`src/rtl/led_display_pkg.sv`:
```
// rtl/led_display_pkg.sv - shared constants and state type for the HUB75 panel driver
package led_display_pkg;

    localparam int DEF_NUM_ROW_PIXELS = 32;
    localparam int DEF_NUM_COL_PIXELS = 64;

    // Bit positions of one pixel inside the packed row and the serial outputs
    localparam int RGB_R = 0;
    localparam int RGB_G = 1;
    localparam int RGB_B = 2;
    localparam int PIX_W = 3;

    typedef enum logic [1:0] {
        ST_IDLE  = 2'd0,
        ST_SHIFT = 2'd1,
        ST_BLANK = 2'd2,
        ST_LATCH = 2'd3
    } led_state_e;

endpackage

```
`src/rtl/led_display_bclk_gen.sv`:
```
// rtl/led_display_bclk_gen.sv - enable-gated divide-by-DIV bit clock and period strobes
module led_display_bclk_gen #(
    parameter int DIV = 4
) (
    input  logic clk_in,
    input  logic n_reset_in,
    input  logic en_in,
    input  logic bclk_en_in,
    output logic bclk_out,
    output logic fall_stb_out,
    output logic done_stb_out
);

    localparam int PH_W = (DIV > 2) ? $clog2(DIV) : 1;
    localparam logic [PH_W-1:0] PH_HALF = PH_W'(DIV / 2);
    localparam logic [PH_W-1:0] PH_LAST = PH_W'(DIV - 1);

    logic [PH_W-1:0] phase_q;
    logic [PH_W-1:0] phase_d;

    // Phase is held at zero while disabled so every period starts with a full low half
    always_comb begin
        phase_d = phase_q;
        if (!en_in) begin
            phase_d = '0;
        end else if (phase_q == PH_LAST) begin
            phase_d = '0;
        end else begin
            phase_d = phase_q + 1'b1;
        end
    end

    always_ff @(posedge clk_in or negedge n_reset_in) begin
        if (!n_reset_in) begin
            phase_q <= '0;
        end else begin
            phase_q <= phase_d;
        end
    end

    assign done_stb_out = en_in && (phase_q == PH_LAST);
    assign fall_stb_out = done_stb_out && bclk_en_in;
    assign bclk_out     = en_in && bclk_en_in && (phase_q >= PH_HALF);

endmodule

```
`src/rtl/led_display_driver_phy.sv`:
```
// rtl/led_display_driver_phy.sv - HUB75 row serialiser with address, latch and blanking control
module led_display_driver_phy
    import led_display_pkg::*;
#(
    parameter int SYS_CLK_FREQ   = 100_000_000,
    parameter int NUM_ROW_PIXELS = DEF_NUM_ROW_PIXELS,
    parameter int NUM_COL_PIXELS = DEF_NUM_COL_PIXELS,
    parameter int BCLK_FREQ      = 25_000_000,
    localparam int ADDR_W        = $clog2(NUM_ROW_PIXELS / 2)
) (
    input  logic                          clk_in,
    input  logic                          n_reset_in,
    input  logic [3*NUM_COL_PIXELS-1:0]   rgb_upper_in,
    input  logic [3*NUM_COL_PIXELS-1:0]   rgb_lower_in,
    input  logic                          valid_in,
    output logic                          ready_out,
    output logic [ADDR_W-1:0]             row_out,
    output logic                          bclk_out,
    output logic [2:0]                    rgb_top_out,
    output logic [2:0]                    rgb_bot_out,
    output logic [ADDR_W-1:0]             addr_out,
    output logic                          latch_out,
    output logic                          blank_out
);

    localparam int DIV   = SYS_CLK_FREQ / BCLK_FREQ;
    localparam int ROW_W = PIX_W * NUM_COL_PIXELS;
    localparam int COL_W = (NUM_COL_PIXELS > 2) ? $clog2(NUM_COL_PIXELS) : 1;
    localparam logic [COL_W-1:0]  COL_LAST = COL_W'(NUM_COL_PIXELS - 1);
    localparam logic [ADDR_W-1:0] ROW_LAST = ADDR_W'(NUM_ROW_PIXELS / 2 - 1);

    led_state_e        state_q,   state_d;
    logic [ROW_W-1:0]  sh_top_q,  sh_top_d;
    logic [ROW_W-1:0]  sh_bot_q,  sh_bot_d;
    logic [PIX_W-1:0]  rgb_top_q, rgb_top_d;
    logic [PIX_W-1:0]  rgb_bot_q, rgb_bot_d;
    logic [COL_W-1:0]  col_q,     col_d;
    logic [ADDR_W-1:0] row_q,     row_d;
    logic [ADDR_W-1:0] addr_q,    addr_d;
    logic              blank_q,   blank_d;

    logic fall_stb;
    logic done_stb;

    led_display_bclk_gen #(
        .DIV (DIV)
    ) u_bclk_gen (
        .clk_in       (clk_in),
        .n_reset_in   (n_reset_in),
        .en_in        (state_q != ST_IDLE),
        .bclk_en_in   (state_q == ST_SHIFT),
        .bclk_out     (bclk_out),
        .fall_stb_out (fall_stb),
        .done_stb_out (done_stb)
    );

    always_comb begin
        state_d   = state_q;
        sh_top_d  = sh_top_q;
        sh_bot_d  = sh_bot_q;
        rgb_top_d = rgb_top_q;
        rgb_bot_d = rgb_bot_q;
        col_d     = col_q;
        row_d     = row_q;
        addr_d    = addr_q;
        blank_d   = blank_q;
        case (state_q)
            ST_IDLE: begin
                // Column 0 goes straight to the pins; the rest waits in the shifters
                if (valid_in) begin
                    state_d   = ST_SHIFT;
                    rgb_top_d = rgb_upper_in[PIX_W-1:0];
                    rgb_bot_d = rgb_lower_in[PIX_W-1:0];
                    sh_top_d  = rgb_upper_in >> PIX_W;
                    sh_bot_d  = rgb_lower_in >> PIX_W;
                    col_d     = '0;
                end
            end
            ST_SHIFT: begin
                if (fall_stb) begin
                    if (col_q == COL_LAST) begin
                        state_d = ST_BLANK;
                        blank_d = 1'b1;
                        addr_d  = row_q;
                    end else begin
                        col_d     = col_q + 1'b1;
                        rgb_top_d = sh_top_q[PIX_W-1:0];
                        rgb_bot_d = sh_bot_q[PIX_W-1:0];
                        sh_top_d  = sh_top_q >> PIX_W;
                        sh_bot_d  = sh_bot_q >> PIX_W;
                    end
                end
            end
            ST_BLANK: begin
                if (done_stb) begin
                    state_d = ST_LATCH;
                end
            end
            ST_LATCH: begin
                if (done_stb) begin
                    state_d = ST_IDLE;
                    blank_d = 1'b0;
                    row_d   = (row_q == ROW_LAST) ? '0 : row_q + 1'b1;
                end
            end
            default: begin
                state_d = ST_IDLE;
            end
        endcase
    end

    always_ff @(posedge clk_in or negedge n_reset_in) begin
        if (!n_reset_in) begin
            state_q   <= ST_IDLE;
            sh_top_q  <= '0;
            sh_bot_q  <= '0;
            rgb_top_q <= '0;
            rgb_bot_q <= '0;
            col_q     <= '0;
            row_q     <= '0;
            addr_q    <= '0;
            blank_q   <= 1'b1;
        end else begin
            state_q   <= state_d;
            sh_top_q  <= sh_top_d;
            sh_bot_q  <= sh_bot_d;
            rgb_top_q <= rgb_top_d;
            rgb_bot_q <= rgb_bot_d;
            col_q     <= col_d;
            row_q     <= row_d;
            addr_q    <= addr_d;
            blank_q   <= blank_d;
        end
    end

    assign ready_out   = (state_q == ST_IDLE);
    assign latch_out   = (state_q == ST_LATCH);
    assign blank_out   = blank_q;
    assign row_out     = row_q;
    assign addr_out    = addr_q;
    assign rgb_top_out = rgb_top_q;
    assign rgb_bot_out = rgb_bot_q;

endmodule

```
`config.mk`:
```
export PLATFORM = sky130hd
export DESIGN_NAME = led_display_driver_phy
export DESIGN_NICKNAME = d
export VERILOG_FILES = /design/src/rtl/led_display_pkg.sv /design/src/rtl/led_display_bclk_gen.sv /design/src/rtl/led_display_driver_phy.sv
export SDC_FILE = /design/constraint.sdc
export NUM_CORES = 1
export LEC_CHECK = 0
export CAP_MARGIN = 5
export CELL_PAD_IN_SITES_DETAIL_PLACEMENT = 0
export CELL_PAD_IN_SITES_GLOBAL_PLACEMENT = 2
export CORE_MARGIN = 2
export CORE_UTILIZATION = 35
export DETAILED_ROUTE_END_ITERATION = 7
export PLACE_DENSITY_LB_ADDON = 0.15
export SLEW_MARGIN = 30
export SYNTH_ARGS = -nofsm -noshare
export SYNTH_HDL_FRONTEND = slang
export SYNTH_SLANG_ARGS = --single-unit
```
`constraint.sdc`:
```
create_clock -name clk_in -period 4.15 [get_ports clk_in]
set_input_delay 0.415 -clock clk_in [delete_from_list [all_inputs] [get_ports clk_in]]
set_output_delay 0.415 -clock clk_in [all_outputs]
set_load 0.01 [all_outputs]
```
==> qor.yml <==
synth:
  seq_area_frac_synth: 0.547
  ys_async_sr_fraction: 1.00
  yosysWarnings: 0
  syn_inst: 1759
  ys_types: 39
  ys.flop_type: "dfrtp_1"
  synth_top_area_frac: 0.545
  ys_ff_latch: 403
  yosysTopAreaCell: "dfrtp_1"
  synth_area_leaders: "dfrtp_1, mux2i_1, o21ai_0"
  synth-edff-count: 0
  syn_nets: 2155
  synth_area_per_cell_sq_um: 10.5
  netlist_area_sq_um: 18400
drt:
  drt-total-wl_mm: 48.0
  via_per_inst: 4.70
  drt_iter0_markers: 686
  dr.pass1.iters: 6
  wire_per_inst_microns: 17.0
  vias: 13300
  ant_nets: 0
  drc: 0
power:
  vdd_ir_drop_max_mv: 0.269
  power_frac_clock: 0.468
  p_comb_frac: 0.057
  switching_share: 0.208
  p_int_uw: 6560
  seq_power_share: 0.475
  p_leak_uw: 0.0127
  power.density_nw_per_um2: 338
  p_switching_uw: 1720
floorplanning:
  die_w_microns: 234
  core_sq_um: 52300
  ios: 405
  dieArea_sq_um: 54600
  rows: 84
  die_h_microns: 234
  floorplan.initialDensity: 0.352
timing:
  hold_violations: 0
  clock_skew_ps: 8.71
  fin_crit_sh: 0.659
  finalSetupViolations: 0
  fin_setup_tns_ps: 0
  hold_slack_ps: 399
  period_needed_ps: 2730
  tightestPinTransition_ps: 890
  rsz0062_at_grt: "false"
  final_max_slew_viol_count: 0
  relSlewSlack: 0.407
  fmax_mhz: 366
clocking:
  cts_buffer_depth: 3
  clk_pin_slew_ps: 60
  clk_latency_ps: 560
  holdBufCountCts: 1
  cts_setup_buffers: 0
  cts-root-buf: "clkbuf_16"
  cts_tree: "done"
  htreeDepth: 2
  cts-buffers-inserted: 47
  ctsResizeCount: 0
  clock-sinks: 403
global_routing:
  grt_pass1_vias: 13400
  grt_max_degree: 151
  antenna_found_initial: 15
  gr-total-overflow: 0
  gr-usage-all-layers: 0.175
  grt_pass1_wl_mm: 74.7
run:
  cap_violations: 0
critical_path:
  arrival_ps: 3150
  crit_path_end_kind: "flip-flop"
  r2r_setup_slack_ps: 1420
  startpoint_type: "flip-flop"
  slowest_delay_ps: 680
  cp.buffers_inverters: 2
  slowest_stage: "o22ai_4"
  path_max_fanout: 58
  path_delay_family: "compound AO/OA/AOI/OAI gates"
  crit_required_ps: 4570
  critPathLaunch: "state_q[0]"
  worstPathCellList: "inv_1 > ha_1 > and3b_1 > o22ai_4 > buf_4 > o21ai_0"
  r2r_start: "state_q[0]"
  setup.worst_path.class: "reg2reg"
cells_and_area:
  mostFrequentLayoutCells: "clkdlybuf4s50_1, dfrtp_1, nand2_1"
  multi_input_area_sq_um: 7690
  n_fill_cell: 4939
  area_growth_pct: 32.7
  layout-drive-gt1-share: 0.0436
  final_common_cell: "clkdlybuf4s50_1"
  final_net_count: 2500
  area.sequential_sq_um: 10100
placed_design:
  place_hpwl_mm: 33.1
  globalplace.congestion: 0.757
  port_buffers: 404
outcome:
  status: "finished, final reports clean"
worst_hold_path:
  min-delay-path-class: "in2async"
-- worst register-to-register path, stage by stage, from the launching register on --
cell     delay, ps
dfrtp_1        430
inv_1          150
ha_1           300
and3b_1        260
o22ai_4        680
buf_4          570
o21ai_0        210
-- power groups by stage --
stage / registers [uW] / logic [uW] / clock network (uW)
after floorplan: 4000 / 10.3 / 0
after global placement: 4000 / 484 / 0
after detailed placement: 4000 / 484 / 0
after CTS: 3930 / 489 / 4050
after global routing: 3930 / 514 / 4210
final: 3930 / 475 / 3870
-- layout make-up --
type	instances	share of cell area
clock inverter	5	0.00102
timing repair buffer	425	0.179
clock buffer	75	0.0573
inverter	6	0.000920
tap	688	0.0352
sequential	403	0.412
multi-input combinational	1221	0.314
antenna	6	0.000613
-- kinds of logic after synthesis --
kind of cell,count (synthesis),synth area share
buf+inv,135,0.0373
flops,403,0.547
xor+xnor,1,0.000475
mux,385,0.209
compound gates,398,0.110
fa+ha+maj,9,0.00610
simple gates,428,0.0899
-- cell usage after synthesis, types with 2 or more instances --
| cell type | count |
|---|---|
| clkbuf_2 | 10 |
| nor3_1 | 3 |
| dfrtp_1 | 402 |
| buf_1 | 6 |
| and3b_1 | 2 |
| mux2_2 | 6 |
| clkbuf_1 | 62 |
| buf_4 | 37 |
| a21o_1 | 2 |
| inv_1 | 5 |
| nor2_1 | 5 |
| ha_1 | 9 |
| buf_6 | 2 |
| buf_2 | 12 |
| nand2_1 | 399 |
| mux2i_1 | 379 |
| a21oi_1 | 3 |
| o211ai_1 | 2 |
| o21ai_0 | 383 |
| nand3_1 | 11 |
-- path summary, 6_finish.rpt --
check,end,depth (start not counted)
max,sh_bot_q[42],6
min,sh_bot_q[36],2
max reg2reg,sh_bot_q[42],6
min reg2reg,u_bclk_gen.phase_q[0],1
max in group asynchronous,sh_bot_q[150],3
min in group clk_in,sh_top_q[188],3
-- through the flow --
step	cells	total power (uW)	utilization	setup WS [ps]	area [sq um]
finish	2829	8280	0.468	1420	24500
global route	2824	8650	0.467	1140	24500
CTS	2822	8470	0.467	1370	24400
detailed placement	2741	4480	0.439	1390	23000
global placement	2741	4480	0.439	1480	23000
floorplan	1759	4010	-	2170	18400
-- per-layer routing --
layer	track usage	vias up	part of all wire
li1	-	6768	-
met1	0.235	6195	0.45
met2	0.273	249	0.46
met3	0.0538	76	0.069
met4	0.0461	22	0.018
met5	0	-	0.0029
-- registers in the layout, summed over array words and instances, names as in the netlist --
| signal | count |
|---|---|
| col_q | 6 |
| u_bclk_gen.phase_q | 2 |
| blank_out | 1 |
| rgb_top_out | 3 |
| row_out | 4 |
| sh_bot_q | 189 |
| sh_top_q | 189 |
| addr_out | 4 |
| rgb_bot_out | 3 |
| state_q | 2 |
Note: power is estimated with default switching activity, not from simulation.
